File: src/rtl/rv_stream_fifo.sv
// Valid/ready stream FIFO with registered first-word-fall-through output,
// occupancy, almost-full, flush, fire pulse and sticky protocol-error flag.
module rv_stream_fifo #(
  parameter int DATA_W   = 64,
  parameter int DEPTH    = 4,
  parameter int AFULL_TH = 3
) (
  input  logic                       clk,
  input  logic                       reset,
  input  logic                       flush,
  input  logic                       s_valid,
  output logic                       s_ready,
  input  logic [DATA_W-1:0]          s_data,
  output logic                       m_valid,
  input  logic                       m_ready,
  output logic [DATA_W-1:0]          m_data,
  output logic                       m_fire,
  output logic [$clog2(DEPTH+1)-1:0] count,
  output logic                       afull,
  output logic                       err_proto
);

  localparam int PW = $clog2(DEPTH);
  localparam int CW = $clog2(DEPTH+1);
  localparam logic [CW-1:0] DEPTH_C = CW'(DEPTH);
  localparam logic [CW-1:0] AFULL_C = CW'(AFULL_TH);

  logic [DATA_W-1:0] mem [DEPTH];
  logic [PW-1:0]     wr_ptr;
  logic [PW-1:0]     rd_ptr;
  logic [PW-1:0]     rd_next;
  logic [CW-1:0]     count_next;
  logic [DATA_W-1:0] head_next;
  logic [DATA_W-1:0] prev_data;
  logic              prev_stall;
  logic              push;
  logic              pop;

  assign push   = s_valid & s_ready;
  assign pop    = m_valid & m_ready;
  assign m_fire = pop;

  assign rd_next = rd_ptr + PW'(pop);

  always_comb begin
    count_next = count;
    if (push && !pop)
      count_next = count + CW'(1);
    else if (pop && !push)
      count_next = count - CW'(1);
  end

  // Word arriving into an otherwise-empty buffer becomes the new head.
  always_comb begin
    head_next = mem[rd_next];
    if (count == CW'(pop))
      head_next = s_data;
  end

  always_ff @(posedge clk) begin
    if (push && !flush)
      mem[wr_ptr] <= s_data;
  end

  always_ff @(posedge clk or posedge reset) begin
    if (reset) begin
      wr_ptr     <= '0;
      rd_ptr     <= '0;
      count      <= '0;
      s_ready    <= 1'b0;
      m_valid    <= 1'b0;
      m_data     <= '0;
      afull      <= 1'b0;
      err_proto  <= 1'b0;
      prev_stall <= 1'b0;
      prev_data  <= '0;
    end else if (flush) begin
      wr_ptr     <= '0;
      rd_ptr     <= '0;
      count      <= '0;
      s_ready    <= 1'b1;
      m_valid    <= 1'b0;
      afull      <= 1'b0;
      err_proto  <= 1'b0;
      prev_stall <= 1'b0;
      prev_data  <= s_data;
    end else begin
      wr_ptr     <= wr_ptr + PW'(push);
      rd_ptr     <= rd_next;
      count      <= count_next;
      s_ready    <= count_next < DEPTH_C;
      m_valid    <= count_next != '0;
      afull      <= count_next >= AFULL_C;
      if (count_next != '0)
        m_data   <= head_next;
      prev_stall <= s_valid & ~s_ready;
      prev_data  <= s_data;
      // A stalled word must be held unchanged until accepted.
      if (prev_stall && (!s_valid || s_data != prev_data))
        err_proto <= 1'b1;
    end
  end

endmodule
File: config.mk
export PLATFORM = sky130hd
export DESIGN_NAME = rv_stream_fifo
export DESIGN_NICKNAME = d
export VERILOG_FILES = /design/src/rtl/rv_stream_fifo.sv
export SDC_FILE = /design/constraint.sdc
export NUM_CORES = 1
export LEC_CHECK = 0
export CORE_ASPECT_RATIO = 0.75
export CORE_MARGIN = 2
export CORE_UTILIZATION = 45
export CTS_BUF_LIST = sky130_fd_sc_hd__clkbuf_4 sky130_fd_sc_hd__clkbuf_8
export DETAILED_ROUTE_END_ITERATION = 8
export GPL_ROUTABILITY_DRIVEN = 0
export HOLD_SLACK_MARGIN = 0.15
export SYNTH_ARGS = -nofsm -noshare
export SYNTH_HDL_FRONTEND = slang
export SYNTH_SLANG_ARGS = --single-unit
File: constraint.sdc
create_clock -name clk -period 13.75 [get_ports clk]
set_input_delay 2.75 -clock clk [delete_from_list [all_inputs] [get_ports clk]]
set_output_delay 2.75 -clock clk [all_outputs]
set_load 0.03 [all_outputs]
==> out/summary.txt, run 1 <==
Die Width -> 218.6 um
clk sinks -> 396
status -> finished clean
mean routed wirelength per cell -> 22.27 um
most frequent cells in the layout -> edfxtp_1 (256), dfrtp_1 (140), clkdlybuf4s50_1 (140)
Remaining DRCs -> 0
boundary pin count -> 141
DR vias/cell -> 5.265
antenna violations before repair -> 2
Fin. Hold Viols -> 0
Initial DRC Count -> 458
Worst-Skew Late Latency -> 0.60 ns
Root Driver -> clkbuf_8
worst slew pin tran -> 1.081 ns
post-synth design cell area -> 0.01554 mm^2
worst setup path endpoint -> m_fire
leading cell type in the layout, fill and taps excluded -> edfxtp_1
worst r2r src -> m_valid
Max Fclk -> 0.1454 GHz
DR vias -> 7,623
row cnt -> 58
Clock Pin Slew Worst Setup and Hold Paths -> 0.06 ns
Final TNS setup -> 0 ns
global-route wire length before repair -> 49,840 um
Worst Setup SP -> m_ready
non-filler cells, final -> 1,448
crit path max fanout -> 6
synthesized instance count -> 762
Die H -> 164.9 um
Seq/Total Area, Yosys -> 72.00%
Leak -> 6.859 nW
syn nets -> 835
CP Data Required Time -> 11.00 ns
post-synthesis cell type count -> 46
register bit total from synthesis -> 396
nets@finish -> 1,020
GRT Residual Overflow -> 0
dpl cells -> 1,335
placed cell area -> 0.01747 mm^2
peak supply drop -> 0.0001572 V
final wirelength -> 32,240 um
final hold slack -> 0.5031 ns
Core Area -> 0.03374 mm^2
count of input and output buffers -> 140
r2r setup slk -> 10.34 ns
CP Capture Type -> output pin
Hold WC Path Type -> reg -> reg
Setup violations, final -> 0
area growth from synthesis to layout -> 21.59%
Max-slew headroom -> 27.95%
total track usage -> 18.54%
CTS Buf Count -> 60
Critical Path AT -> 4.13 ns
H-tree Lvls -> 2
fin crit period -> 6.877 ns
number of synthesized flops with an enable pin -> 256
Slew Limit Fails -> 0
fill cell count -> 2,576
post-CTS setup buffer count -> 0
ANT nets after route -> 0
share of cells above drive strength 1 -> 32.70%
drt pass-1 iters -> 4
fin area -> 0.01890 mm^2
vias in the first global route -> 8,303
Worst R2R Path Depth -> 7
Post-Syn Area per Cell -> 20.40 um^2
dpl hpwl -> 18,750 um
WS Path Type -> in -> out
Max-Cap Viols -> 0
fin crit share -> 50.01%
yosys warns -> 0
Max Buffers Root-to-Sink -> 3
fraction of registers with async set/reset -> 35.35%
die area -> 0.03606 mm^2
fin util -> 56.00%
clk_skew -> 0.008693 ns
Worst R2R End -> m_data[14]
CP Launch Type -> primary input
largest net degree at the start of global routing -> 87
post-CTS resize count -> 0
Starting Density -> 46.06%
CTS hold repair buffers -> 0
power per cell area -> 214.3 mW/mm^2
CTS tree -> built
ys flop type -> edfxtp_1
RSZ-0062 raised after global routing -> false
==> per-stage QoR <==
| stage | setup slack (ns) | power [W] |
|---|---|---|
| finish | 6.873 | 0.004049 |
| global route | 6.827 | 0.004234 |
| CTS | 6.877 | 0.004109 |
| detailed placement | 6.879 | 0.002984 |
| global placement | 6.912 | 0.002960 |
| floorplan | 3.446 | 0.002572 |
==> final cells by class <==
| class | count | area, um^2 | share of cell area, % |
|---|---|---|---|
| Timing Repair Buffer | 152 | 1491 | 7.892 |
| Multi-Input combinational cell | 320 | 4158 | 22.00 |
| Clock buffer | 94 | 1156 | 6.118 |
| Tap cell | 450 | 563.0 | 2.979 |
| Sequential cell | 396 | 11190 | 59.22 |
| Antenna cell | 1 | 2.502 | 0.01324 |
| Clock inverter | 18 | 266.5 | 1.410 |
| Inverter | 17 | 70.07 | 0.3708 |
==> where the power goes <==
part	internal (W)	total (W)	leakage [nW]	switching [W]
clock	0.000666	0.00111	0.755	0.000443
combinational	0.000739	0.00142	2.13	0.000683
sequential	0.00144	0.00152	3.97	0.0000794
==> worst min path at each step <==
stage | cells after the start | slack, ns | start | endpoint
after floorplan | 2 | 0.52 | prev_stall | err_proto
after global placement | 1 | 0.49 | m_data[25] | m_data[25]
after detailed placement | 1 | 0.49 | m_data[21] | m_data[21]
after CTS | 1 | 0.51 | m_data[2] | m_data[2]
after global routing | 1 | 0.52 | m_data[38] | m_data[38]
final | 1 | 0.50 | m_data[30] | m_data[30]
==> synthesized netlist by cell type (2+ instances only) <==
| master | n | share of area, % |
|---|---|---|
| a22o_1 | 2 | 0.11 |
| ha_1 | 4 | 0.32 |
| mux2_2 | 68 | 4.9 |
| edfxtp_1 | 256 | 49 |
| and4_1 | 2 | 0.11 |
| o221ai_1 | 2 | 0.11 |
| dfrtp_1 | 140 | 23 |
| mux2_4 | 60 | 5.8 |
| xor2_1 | 17 | 0.96 |
| buf_4 | 5 | 0.24 |
| nand4_1 | 9 | 0.36 |
| buf_6 | 7 | 0.51 |
| clkbuf_1 | 7 | 0.17 |
| mux4_2 | 64 | 9.3 |
| nor2b_1 | 2 | 0.080 |
| nand3_1 | 3 | 0.097 |
| xnor2_1 | 44 | 2.5 |
| and3_1 | 2 | 0.080 |
| nor2_1 | 5 | 0.12 |
| nor3_1 | 3 | 0.097 |
| nand2_1 | 5 | 0.12 |
| inv_1 | 16 | 0.39 |
| nor4b_1 | 2 | 0.11 |
| nor4_1 | 7 | 0.28 |
| buf_2 | 9 | 0.29 |
==> metal layers <==
metal	track usage (%)	vias to the layer above	share of wire, %
met5	0	-	0.050
met4	5.999	2	2.3
met3	4.512	69	6.1
met2	28.77	188	46
met1	25.98	4011	46
li1	-	3353	-
==> state kept, by name (all words and copies together), names as in the netlist <==
signal and cells:
m_valid 1, prev_stall 1, s_ready 1, err_proto 1, count 3, mem 256
afull 1, wr_ptr 2, m_data 64, prev_data 64, rd_ptr 2
==> critical path, stage by stage <==
cell and delay, ns:
clkdlybuf4s50_1 0.48, nand2_2 0.09, clkinv_2 0.12, clkdlybuf4s50_1 0.68
==> kinds of logic after synthesis <==
logic type | after synthesis | synth area share [%]
AOI/OAI and AO/OA | 17 | 0.8535
xor gates and xnor gates | 61 | 3.437
buffers and inverters | 46 | 1.650
and+or+nand+nor | 45 | 1.675
DFF | 396 | 72.00
muxes | 193 | 20.06
adders and majority gates | 4 | 0.3220
Power figures use the tool's default switching activity.
==> run 2, diff against run 1 <==
- PLACE_DENSITY: default -> 0.67
- clock period: 13.75 -> 6.2 ns (I/O delays scaled with it)
==> run 2 against run 1 <==
Non-clock buffer count down 2. Largest power group unchanged. Core utilization down 0.74 points. Global-route usage down 0.14 points. Largest cell class unchanged. Critical path type unchanged. Clock-buffer cell count down 11. Sequential cell count unchanged. Worst setup slack worse by 4.5 ns. Critical endpoint unchanged.
==> out/summary.txt, run 2 (synthesized netlist as in run 1, its figures left out) <==
fin crit share -> 61.66%
Sequential Power Share -> 39.4%
CP Buf/Inv Count -> 3
worst slew pin tran -> 1.094 ns
fin crit period -> 3.823 ns
fill cell count -> 2,681
Worst-Skew Late Latency -> 0.61 ns
vias in the first global route -> 8,025
WS Path Type -> in -> out
antenna diode count -> 0
row cnt -> 58
post-CTS setup buffer count -> 0
crit-path cells -> clkdlybuf4s50_1 > nand2_2 > clkinv_2 > clkdlybuf4s50_1
CP Data Required Time -> 4.96 ns
Fin. Hold Viols -> 0
Slowest cell on crit path -> clkdlybuf4s50_1
antenna violations before repair -> 1
status -> finished clean
GRT Residual Overflow -> 0
Max Fclk -> 0.2616 GHz
Setup violations, final -> 0
power per cell area -> 461.3 mW/mm^2
Most flops, register -> mem
Internal -> 0.005928 W
clk_skew -> 0.01670 ns
Critical Path AT -> 2.58 ns
Root Driver -> clkbuf_8
global routing usage on met3 -> 4.070%
DR vias -> 7,657
GR Util met2 -> 27.46%
total track usage -> 18.40%
most frequent cells in the layout -> edfxtp_1 (256), dfrtp_1 (140), clkdlybuf4s50_1 (140)
Max Buffers Root-to-Sink -> 3
combinational fraction of design power -> 36.5%
placed cell area -> 0.01748 mm^2
non-filler cells, final -> 1,441
Die Width -> 218.6 um
Crit path largest cell delay -> 0.69 ns
H-tree Lvls -> 2
clock share of power -> 24.1%
Remaining DRCs -> 0
area growth from synthesis to layout -> 19.98%
clk sinks -> 396
mean routed wirelength per cell -> 22.37 um
boundary pin count -> 141
CTS tree -> built
peak supply drop -> 0.0002409 V
fin util -> 55.26%
Top Family by Delay on Critical Path -> buffers and inverters
CTS hold repair buffers -> 0
Clock Pin Slew Worst Setup and Hold Paths -> 0.06 ns
Core Area -> 0.03374 mm^2
Power Total -> 0.008601 W
CP Launch Type -> primary input
Largest register FFs -> 256
Worst path most repeated cell -> clkdlybuf4s50_1
Net Sw Frac -> 31.08%
Die H -> 164.9 um
nets@finish -> 1,017
met1 usage -> 27.47%
post-CTS resize count -> 0
Placement Setup Slack -> 1.916 ns
Largest regs -> mem: 256 flops, m_data: 64 flops, prev_data: 64 flops
RSZ-0062 raised after global routing -> false
fin area -> 0.01865 mm^2
global-route wire length before repair -> 49,150 um
drt pass-1 iters -> 4
DR vias/cell -> 5.314
Starting Density -> 46.06%
Initial DRC Count -> 412
dpl cells -> 1,333
most crowded layer after global routing -> met1
Max-slew headroom -> 27.08%
die area -> 0.03606 mm^2
Hold WC Path Type -> reg -> reg
leading cell type in the layout, fill and taps excluded -> edfxtp_1
Psw -> 0.002673 W
Leak -> 6.712 nW
crit path max fanout -> 6
dpl hpwl -> 18,400 um
Slew Limit Fails -> 0
ANT nets after route -> 0
CTS Buf Count -> 59
final wirelength -> 32,240 um
share of cells above drive strength 1 -> 30.78%
count of input and output buffers -> 140
Max-Cap Viols -> 0
CP Capture Type -> output pin
worst setup margin -> 2.377 ns
largest net degree at the start of global routing -> 104
## run 2: cell types whose count changed in the layout (fill, tap and decap cells not counted), moves of 2 or more
cell,change
clkbuf_8,-3
buf_12,+2
clkbuf_4,-8
clkinv_2,-2
bufinv_16,-7
clkinv_1,+15
buf_4,-4
## run 2: worst reg2reg max path: cells and delay by family, from the launching register on
family                   cells  cell delay (ns)
multiplexers                 3             0.93
XOR/XNOR                     1             0.75
buffers and inverters        2             0.49
flip-flops                   1             0.38
adder cells (fa/ha/maj)      1             0.20
AND/OR/NAND/NOR              1             0.11
## run 2: final timing paths
kind,startpoint,slack (ns),to,cells past startpoint
max in group asynchronous,reset,3.78,prev_data[33],3
min in group asynchronous,reset,1.25,m_data[27],2
max,m_ready,2.38,m_fire,4
max reg2reg,m_valid,3.22,m_data[51],8
min,m_data[26],0.50,m_data[26],1
min reg2reg,m_data[26],0.50,m_data[26],1
## run 2: cell type report
type                       count  area (um^2)  share of cell area [%]
clock buffer                  83         1055                   5.656
sequential                   396        11190                   60.01
clock inverter                25        110.1                  0.5904
multi-input combinational    320         4158                   22.30
timing repair buffer         150         1501                   8.052
tap                          450        563.0                   3.019
inverter                      17        70.07                  0.3757
## run 2: metrics by stage
step,hold slack [ns],setup TNS (ns)
final,0.5033,0
after global routing,0.5188,0
after CTS,0.5066,0
after detailed placement,0.4917,0
after global placement,0.4874,0
after floorplan,0.5166,-462.36
## run 2: power by group through the flow
stage	Combinational [W]	Clock (W)	Sequential, W
6_report	0.00314	0.00208	0.00339
5_1_grt	0.00334	0.00225	0.00343
4_1_cts	0.00320	0.00214	0.00339
3_5_place_dp	0.00318	0	0.00344
3_3_place_gp	0.00315	0	0.00344
2_1_floorplan	0.00186	0	0.00385
## run 2: routing by layer
metal / part of all wire (%) / vias to the layer above / routed length [um]
met5: 0.040 / - / 13
met4: 1.7 / 2 / 551
met3: 5.8 / 58 / 1883
met2: 45 / 221 / 14500
met1: 47 / 4023 / 15300
li1: - / 3353 / -
==> run 3, diff against run 2 <==
- PLACE_DENSITY: 0.67 -> default
- clock period: 6.2 -> 3.7 ns (I/O delays scaled with it)
==> run 3 against run 2 <==
Die area unchanged. Combinational power increased by 73%. Via count increased by 0.47%. Register-to-register slack got worse by 2.0 ns. Sequential share of layout area decreased by 1.2 points. First-iteration DRC count increased by 20%. Worst setup slack got worse by 1.5 ns. Sequential power increased by 67%. Worst hold slack improved by 0.0019 ns. Critical endpoint unchanged. Highest routed layer unchanged.
==> out/summary.txt, run 3 (synthesized netlist as in run 1, its figures left out) <==
hold path cells -> 1
Root Driver -> clkbuf_8
ANT nets after route -> 0
Worst path most repeated cell -> clkdlybuf4s50_1
fin crit period -> 2.860 ns
drt pass-1 iters -> 5
CP Data Required Time -> 2.96 ns
Clock Pin Slew Worst Setup and Hold Paths -> 0.06 ns
Max Buffers Root-to-Sink -> 3
die area -> 0.03606 mm^2
Fin. Hold Viols -> 0
dpl cells -> 1,346
post-CTS setup buffer count -> 0
Placement Setup Slack -> 0.3707 ns
count of input and output buffers -> 140
Starting Density -> 46.06%
boundary pin count -> 141
most frequent cells in the layout -> edfxtp_1 (256), dfrtp_1 (140), clkdlybuf4s50_1 (140)
Critical Path AT -> 2.12 ns
nets@finish -> 1,031
Largest regs -> mem: 256 flops, m_data: 64 flops, prev_data: 64 flops
CP Buf/Inv Count -> 3
GRT Residual Overflow -> 0
peak supply drop -> 0.0004685 V
Core Area -> 0.03374 mm^2
Remaining DRCs -> 0
mean routed wirelength per cell -> 22.60 um
Worst-Skew Late Latency -> 0.62 ns
Die Width -> 218.6 um
Max-Cap Viols -> 0
Slowest cell on crit path -> clkdlybuf4s50_1
Initial DRC Count -> 493
global-route wire length before repair -> 50,680 um
vias in the first global route -> 8,546
DR vias/cell -> 5.273
post-CTS resize count -> 0
CTS Buf Count -> 60
area growth from synthesis to layout -> 22.46%
Hold WC Path Type -> reg -> reg
clk sinks -> 396
WS Path Type -> in -> out
Setup violations, final -> 0
Crit path largest cell delay -> 0.69 ns
total track usage -> 18.93%
Leak -> 6.901 nW
Most flops, register -> mem
Crit path depth -> 4
CP Launch Type -> primary input
non-filler cells, final -> 1,459
final wirelength -> 32,980 um
row cnt -> 58
Max-slew headroom -> 53.36%
power per cell area -> 784.7 mW/mm^2
crit-path cells -> clkdlybuf4s50_1 > nand2_2 > clkinv_2 > clkdlybuf4s50_1
H-tree Lvls -> 2
worst setup margin -> 0.8404 ns
CTS tree -> built
leading cell type in the layout, fill and taps excluded -> edfxtp_1
Slew Limit Fails -> 0
Die H -> 164.9 um
antenna violations before repair -> 4
r2r setup slk -> 1.18 ns
fin crit share -> 77.29%
DR vias -> 7,693
clk_skew -> 0.02329 ns
Largest register FFs -> 256
worst slew pin tran -> 0.6974 ns
CP Capture Type -> output pin
CTS hold repair buffers -> 0
Worst R2R Path Depth -> 7
largest net degree at the start of global routing -> 66
crit path max fanout -> 6
share of cells above drive strength 1 -> 32.97%
Top Family by Delay on Critical Path -> buffers and inverters
Max Fclk -> 0.3497 GHz
dpl hpwl -> 19,680 um
RSZ-0062 raised after global routing -> false
status -> finished clean
-- run 3: cell types whose count changed in the layout (fill, tap and decap cells not counted), sizes merged --
cell,previous run,this run
diode,0,2
clkinv,24,13
buf,10,23
clkbuf,83,94
bufinv,0,3
-- run 3: worst register-to-register path, cell delays in order, from the launching register on --
cell and delay [ns]:
dfrtp_1 0.38, nand2_2 0.13, clkinv_2 0.14, ha_4 0.34
buf_4 0.33, mux4_2 0.56, mux2_4 0.27, mux2_2 0.27
-- run 3: worst paths after layout --
kind | start | to
max | m_ready | m_fire
min | m_data[57] | m_data[57]
max reg2reg | m_valid | m_data[23]
min reg2reg | m_data[57] | m_data[57]
max in group asynchronous | reset | m_valid
min in group asynchronous | reset | m_data[0]
-- run 3: per-stage QoR --
| step | power (W) | util (%) | area, um^2 | hold slack (ns) | setup TNS, ns |
|---|---|---|---|---|---|
| 2_1_floorplan | 0.009547 | - | 15560 | 0.5166 | -263.92 |
| 3_3_place_gp | 0.01117 | 52.51 | 17720 | 0.4863 | 0 |
| 3_5_place_dp | 0.01127 | 52.51 | 17720 | 0.4934 | 0 |
| 4_1_cts | 0.01514 | 56.39 | 19030 | 0.5014 | 0 |
| 5_1_grt | 0.01565 | 56.39 | 19030 | 0.5178 | 0 |
| 6_report | 0.01494 | 56.40 | 19030 | 0.5052 | 0 |
-- run 3: cell type report --
type                    count  area, um^2
diodes                      2       5.005
clock buffers              94        1150
clock inverters            17       160.2
fillers                  2570       14710
inverters                  17       68.82
multi-input cells         320        4184
flip-flops and latches    396       11190
well taps                 450       563.0
repair buffers            163        1712
-- run 3: where the power goes --
part | internal [W] | switching (W)
logic | 0.00288 | 0.00255
registers | 0.00534 | 0.000327
clock network | 0.00218 | 0.00165
total | 0.0104 | 0.00453
-- run 3: layer usage --
metal  track usage [%]  vias up  wire (um)
met5                 0        -         24
met4             5.009        4        551
met3             4.420       50       1929
met2             30.25      194      15670
met1             26.35     4066      14800
li1                  -     3379          -
